--- src/rtl/alu_seq_ctrl.sv ---
// alu_seq_ctrl: multi-cycle sequencer for the 8-bit ALU datapath.
// Decodes a latched opcode into ALU select lines, chains the carry for
// 16-bit add/subtract across two execute cycles, owns the {C,N,Z} flag
// register and strobes register-file writes.
//
// state    | meaning
// ---------+-----------------------------------------------------------
// IDLE     | waiting for start; ALU driven to a harmless ZERO result
// EXEC     | single 8-bit op, or low byte of ADD16/SUB16
// EXEC_HI  | high byte of ADD16/SUB16, carry taken from updated C flag
module alu_seq_ctrl (
   input  logic       clk,
   input  logic       reset,
   input  logic       start,
   input  logic [3:0] op,
   input  logic [2:0] alu_flags,
   output logic       sel_a_mux,
   output logic       sel_b_mux,
   output logic       sel_gd_b_mux,
   output logic       sel_bit_mux,
   output logic       sel_shift_mux,
   output logic       shift_dir,
   output logic       shift_mode,
   output logic [3:0] sel_out_mux,
   output logic [2:0] flags_q,
   output logic       busy,
   output logic       done,
   output logic       wr_en,
   output logic       byte_sel
);

   typedef enum logic [1:0] {
      S_IDLE    = 2'd0,
      S_EXEC    = 2'd1,
      S_EXEC_HI = 2'd2
   } state_t;

   localparam logic [3:0] OP_NOT   = 4'd0;
   localparam logic [3:0] OP_AND   = 4'd1;
   localparam logic [3:0] OP_OR    = 4'd2;
   localparam logic [3:0] OP_XOR   = 4'd3;
   localparam logic [3:0] OP_ADD   = 4'd4;
   localparam logic [3:0] OP_ADC   = 4'd5;
   localparam logic [3:0] OP_SUB   = 4'd6;
   localparam logic [3:0] OP_SBC   = 4'd7;
   localparam logic [3:0] OP_LSL1  = 4'd8;
   localparam logic [3:0] OP_LSR1  = 4'd9;
   localparam logic [3:0] OP_ASR1  = 4'd10;
   localparam logic [3:0] OP_LSLB  = 4'd11;
   localparam logic [3:0] OP_CMP   = 4'd12;
   localparam logic [3:0] OP_ADD16 = 4'd13;
   localparam logic [3:0] OP_SUB16 = 4'd14;
   localparam logic [3:0] OP_CLR   = 4'd15;

   state_t     state_q, state_d;
   logic [3:0] op_q, op_d;
   logic [2:0] flags_d;
   logic [3:0] eff_op;
   logic       c_q;

   assign c_q = flags_q[2];

   // State, latched opcode and flag register
   always_ff @(posedge clk or posedge reset) begin
      if (reset) begin
         state_q <= S_IDLE;
         op_q    <= 4'd0;
         flags_q <= 3'b000;
      end else begin
         state_q <= state_d;
         op_q    <= op_d;
         flags_q <= flags_d;
      end
   end

   // Next state, opcode latch and flag update at the end of each execute cycle
   always_comb begin
      state_d = state_q;
      op_d    = op_q;
      flags_d = flags_q;
      case (state_q)
         S_IDLE: begin
            if (start) begin
               op_d    = op;
               state_d = S_EXEC;
            end
         end
         S_EXEC: begin
            if (op_q == OP_ADD16 || op_q == OP_SUB16) state_d = S_EXEC_HI;
            else                                      state_d = S_IDLE;
            if ((op_q >= OP_ADD && op_q <= OP_SBC) || op_q == OP_CMP ||
                op_q == OP_ADD16 || op_q == OP_SUB16)
               flags_d = alu_flags;
         end
         S_EXEC_HI: begin
            state_d = S_IDLE;
            // Z survives only if both bytes of the 16-bit result are zero
            flags_d = {alu_flags[2:1], alu_flags[0] & flags_q[0]};
         end
         default: state_d = S_IDLE;
      endcase
   end

   // ALU control decode from registered state and latched opcode
   always_comb begin
      sel_a_mux     = 1'b0;
      sel_b_mux     = 1'b0;
      sel_gd_b_mux  = 1'b0;
      sel_bit_mux   = 1'b0;
      sel_shift_mux = 1'b0;
      shift_dir     = 1'b0;
      shift_mode    = 1'b0;
      sel_out_mux   = 4'd6;
      busy          = 1'b0;
      done          = 1'b0;
      wr_en         = 1'b0;
      byte_sel      = 1'b0;
      eff_op        = op_q;
      if (state_q == S_EXEC || state_q == S_EXEC_HI) begin
         busy  = 1'b1;
         wr_en = (op_q != OP_CMP);
         if (state_q == S_EXEC_HI) begin
            byte_sel = 1'b1;
            done     = 1'b1;
            eff_op   = (op_q == OP_SUB16) ? OP_SBC : OP_ADC;
         end else begin
            done   = !(op_q == OP_ADD16 || op_q == OP_SUB16);
            if (op_q == OP_ADD16) eff_op = OP_ADD;
            if (op_q == OP_SUB16) eff_op = OP_SUB;
         end
         case (eff_op)
            OP_NOT:  sel_out_mux = 4'd0;
            OP_AND:  sel_out_mux = 4'd1;
            OP_OR:   sel_out_mux = 4'd2;
            OP_XOR:  sel_out_mux = 4'd3;
            OP_ADD:  sel_out_mux = 4'd4;
            OP_ADC: begin
               sel_out_mux = 4'd4;
               sel_bit_mux = c_q;
            end
            OP_SUB, OP_CMP: begin
               sel_out_mux = 4'd4;
               sel_b_mux   = 1'b1;
               sel_bit_mux = 1'b1;
            end
            OP_SBC: begin
               sel_out_mux = 4'd4;
               sel_b_mux   = 1'b1;
               sel_bit_mux = c_q;
            end
            OP_LSL1: begin
               sel_out_mux = 4'd5;
               sel_bit_mux = 1'b1;
            end
            OP_LSR1: begin
               sel_out_mux = 4'd5;
               sel_bit_mux = 1'b1;
               shift_dir   = 1'b1;
            end
            OP_ASR1: begin
               sel_out_mux = 4'd5;
               sel_bit_mux = 1'b1;
               shift_dir   = 1'b1;
               shift_mode  = 1'b1;
            end
            OP_LSLB: begin
               sel_out_mux   = 4'd5;
               sel_shift_mux = 1'b1;
            end
            OP_CLR: begin
               sel_out_mux  = 4'd6;
               sel_gd_b_mux = 1'b1;
            end
            default: sel_out_mux = 4'd6;
         endcase
      end
   end

endmodule

--- config.mk ---
export PLATFORM = sky130hd
export DESIGN_NAME = alu_seq_ctrl
export DESIGN_NICKNAME = d
export VERILOG_FILES = /design/src/rtl/alu_seq_ctrl.sv
export SDC_FILE = /design/constraint.sdc
export NUM_CORES = 1
export LEC_CHECK = 0
export CAP_MARGIN = 10
export CORE_MARGIN = 10
export CORE_UTILIZATION = 44
export DETAILED_ROUTE_END_ITERATION = 16
export PLACE_DENSITY = 0.82
export RECOVER_POWER = 25
export SLEW_MARGIN = 0
export SYNTH_ARGS = -nofsm -noshare
export SYNTH_HDL_FRONTEND = slang
export SYNTH_SLANG_ARGS = --single-unit
--- constraint.sdc ---
create_clock -name clk -period 2.8 [get_ports clk]
set_clock_uncertainty 0.15 [all_clocks]
set_input_delay 0.56 -clock clk [delete_from_list [all_inputs] [get_ports clk]]
set_output_delay 0.56 -clock clk [all_outputs]
set_load 0.01 [all_outputs]
==> metrics <==
CTS Buffer Depth 2; syn_area_per_cell 9.01 µm²; DR iter-0 viols 15; Required @ worst endpoint ~2100 ps; Port Buffers 25; count leader, synth dfrtp_1; DIE AREA 3500 µm²; largest net degree at the start of global routing 14; Starting Density 0.459; WL per Instance 14.4 µm; asr flop ratio synth 1.00; antenna violations before repair 0; Ports 28; Clk Latency, worst-skew pair 260 ps; Synth Instances between 70 and 80; GP Congestion 0.833; Remaining DRCs 0; EDFF count, synth 0; Yosys cell types 31; Area Growth Syn to Fin 47.2%; DP HPWL 1.39 mm; Max-Cap Viols 0; total track usage 0.0968; Chip Height 59.2 µm; outcome finished clean; Final Hold Fails 0; crit-path max FO 8; synthesis-stage register bit count 9; Hold Slack 362 ps; crit end category output port; Pwr Density approximately 1300 nW/µm²; Vias/cell 5.13; layout net count 117; Pleak 0.469 nW; clk slew on worst S/H paths 60 ps; first-pass GRT wire length 2.68 mm; CTS Buf Count 3; VDD IR max 703 µV; commonest cells in the synthesized netlist dfrtp_1 (9), inv_1 (7), nor2_1 (6); global route overflow 0; period utilisation layout 0.956; Util after Layout 0.676; final wirelength 1.72 mm; cell taking the most area after synthesis dfrtp_1; Setup Viol. Count Final 0; number of H-tree levels 1; vias in the first global route 587; DRT Pass-1 Iters 4; CP Launch Type flop; Post-DP Area 925 µm²; sequential fraction of the synthesis area 0.333; fmax 0.374 GHz; Min-Delay Path Class reg -> reg; post-route ant nets 0; crit path kind reg -> out; CTS sink count 9; minimum clock period 2680 ps; crit path DAT 1970 ps; Ys Warns 0; mapped cell area between 600 and 700 µm²; diode count 0; top cells by area, synth dfrtp_1 (33%), mux2_2 (6.7%), ha_1 (5.6%), mux2_4 (4.4%), inv_1 (3.9%); via count 611; share of layout cells above drive strength 1 0.214; Main synth FF type dfrtp_1; Synth top area share 0.333; Die X 59.2 µm; Clock Root Buffer clkbuf_4; CTS tree yes; row cnt 14; Max Slew Vio Count 0; Core Region 1470 µm²; Power Total ~0.0012 W; final instance area between 900 and 1000 µm²
path summary, 6_finish.rpt:
kind | from | endpoint | slack [ps] | cells past startpoint
hold / removal | flags_q[1] | flags_q[1] | 360 | 1
setup / recovery | state_q[0] | sel_out_mux[1] | 120 | 6
min in group asynchronous | reset | op_q[2] | 540 | 2
hold reg to reg | flags_q[1] | flags_q[1] | 360 | 1
setup reg to reg | state_q[0] | flags_q[2] | 1010 | 6
max in group asynchronous | reset | flags_q[0] | 1710 | 2
cells in the final DEF (no fill, tap or decap):
master / synthesis / layout
mux2_2: 4 / 4
clkbuf_4: 0 / 3
and2_1: 1 / 1
nand2_1: 5 / 5
clkdlybuf4s50_1: 0 / 21
nand4_1: 1 / 1
nor3_4: 0 / 1
nand2b_1: 1 / 1
mux2_4: 2 / 2
a21oi_1: 2 / 2
a2bb2oi_1: 1 / 1
nand3_1: 3 / 3
a31o_2: 1 / 1
nor3_1: 2 / 1
a31oi_1: 2 / 2
ha_1: 3 / 2
conb_1: 1 / 2
ha_2: 0 / 1
and3_1: 2 / 2
nor4_2: 0 / 1
dlygate4sd3_1: 0 / 1
o21a_1: 2 / 2
inv_1: 7 / 6
nand3_4: 1 / 1
dlymetal6s2s_1: 0 / 3
buf_4: 3 / 5
o32ai_1: 2 / 2
a21o_1: 1 / 1
clkinv_2: 0 / 1
dfrtp_1: 9 / 9
nor2b_1: 2 / 2
a31o_4: 1 / 1
o21ai_0: 4 / 4
xor2_1: 1 / 1
inv_2: 0 / 1
nor2_1: 6 / 6
logic make-up (layout without fill, tap and decap cells):
family,count (synthesis),count (layout),synth area share
XOR/XNOR,1,1,0.0130
buffers and inverters,14,41,0.109
other,1,2,0.00555
flip-flops,9,9,0.333
AND/OR/NAND/NOR,25,25,0.198
adder cells (fa/ha/maj),3,3,0.0556
multiplexers,6,6,0.111
AO/OA/AOI/OAI,16,16,0.174
state kept, by name (all words and copies together) (netlist names):
register  flops
op_q          4
flags_q       3
state_q       2
through the flow:
step                setup TNS [ps]  setup slack [ps]  std cells
finish                           0               124        119
global route                 -3.26             -3.26        119
CTS                              0              7.53        117
detailed placement               0               164        113
global placement                 0               229        113
floorplan                        0               683         76
area by class of cell:
type                    count  area (µm²)
inverters                   7        26.3
clock inverters             1        5.00
clock buffers               3        22.5
well taps                  16        20.0
multi-input cells          53         400
fillers                   133         477
flip-flops and latches      9         225
repair buffers             30         295
worst max-delay path, stage by stage, from the launching register on:
cell and delay [ps]:
dfrtp_1 380, inv_1 90, ha_2 300, buf_4 170, inv_1 50, a31o_2 230
clkdlybuf4s50_1 470
metal layers:
layer | up-vias | track usage | part of all wire
li1 | 314 | - | -
met1 | 278 | 0.104 | 0.41
met2 | 19 | 0.149 | 0.49
met3 | 0 | 0.0751 | 0.096
met4 | 0 | 0.0164 | 0
met5 | - | 0 | 0
timing repair:
| action | 4_1_cts | 5_1_grt |
|---|---|---|
| setup endpoints to repair | 3 | 6 |
| resized for setup | 2 | 6 |
| setup buffers | 0 | 2 |
| pin swaps | 0 | 1 |
| hold buffers | 0 | 0 |
| endpoints found under the hold margin | 0 | 0 |
power by group:
group          internal [W]  switching (W)  total (W)
sequential         0.000194       0.000118   0.000312
combinational      0.000475       0.000362   0.000837
clock             0.0000527      0.0000462  0.0000989
total              0.000721       0.000527    0.00125
Note: power is estimated with default switching activity, not from simulation.
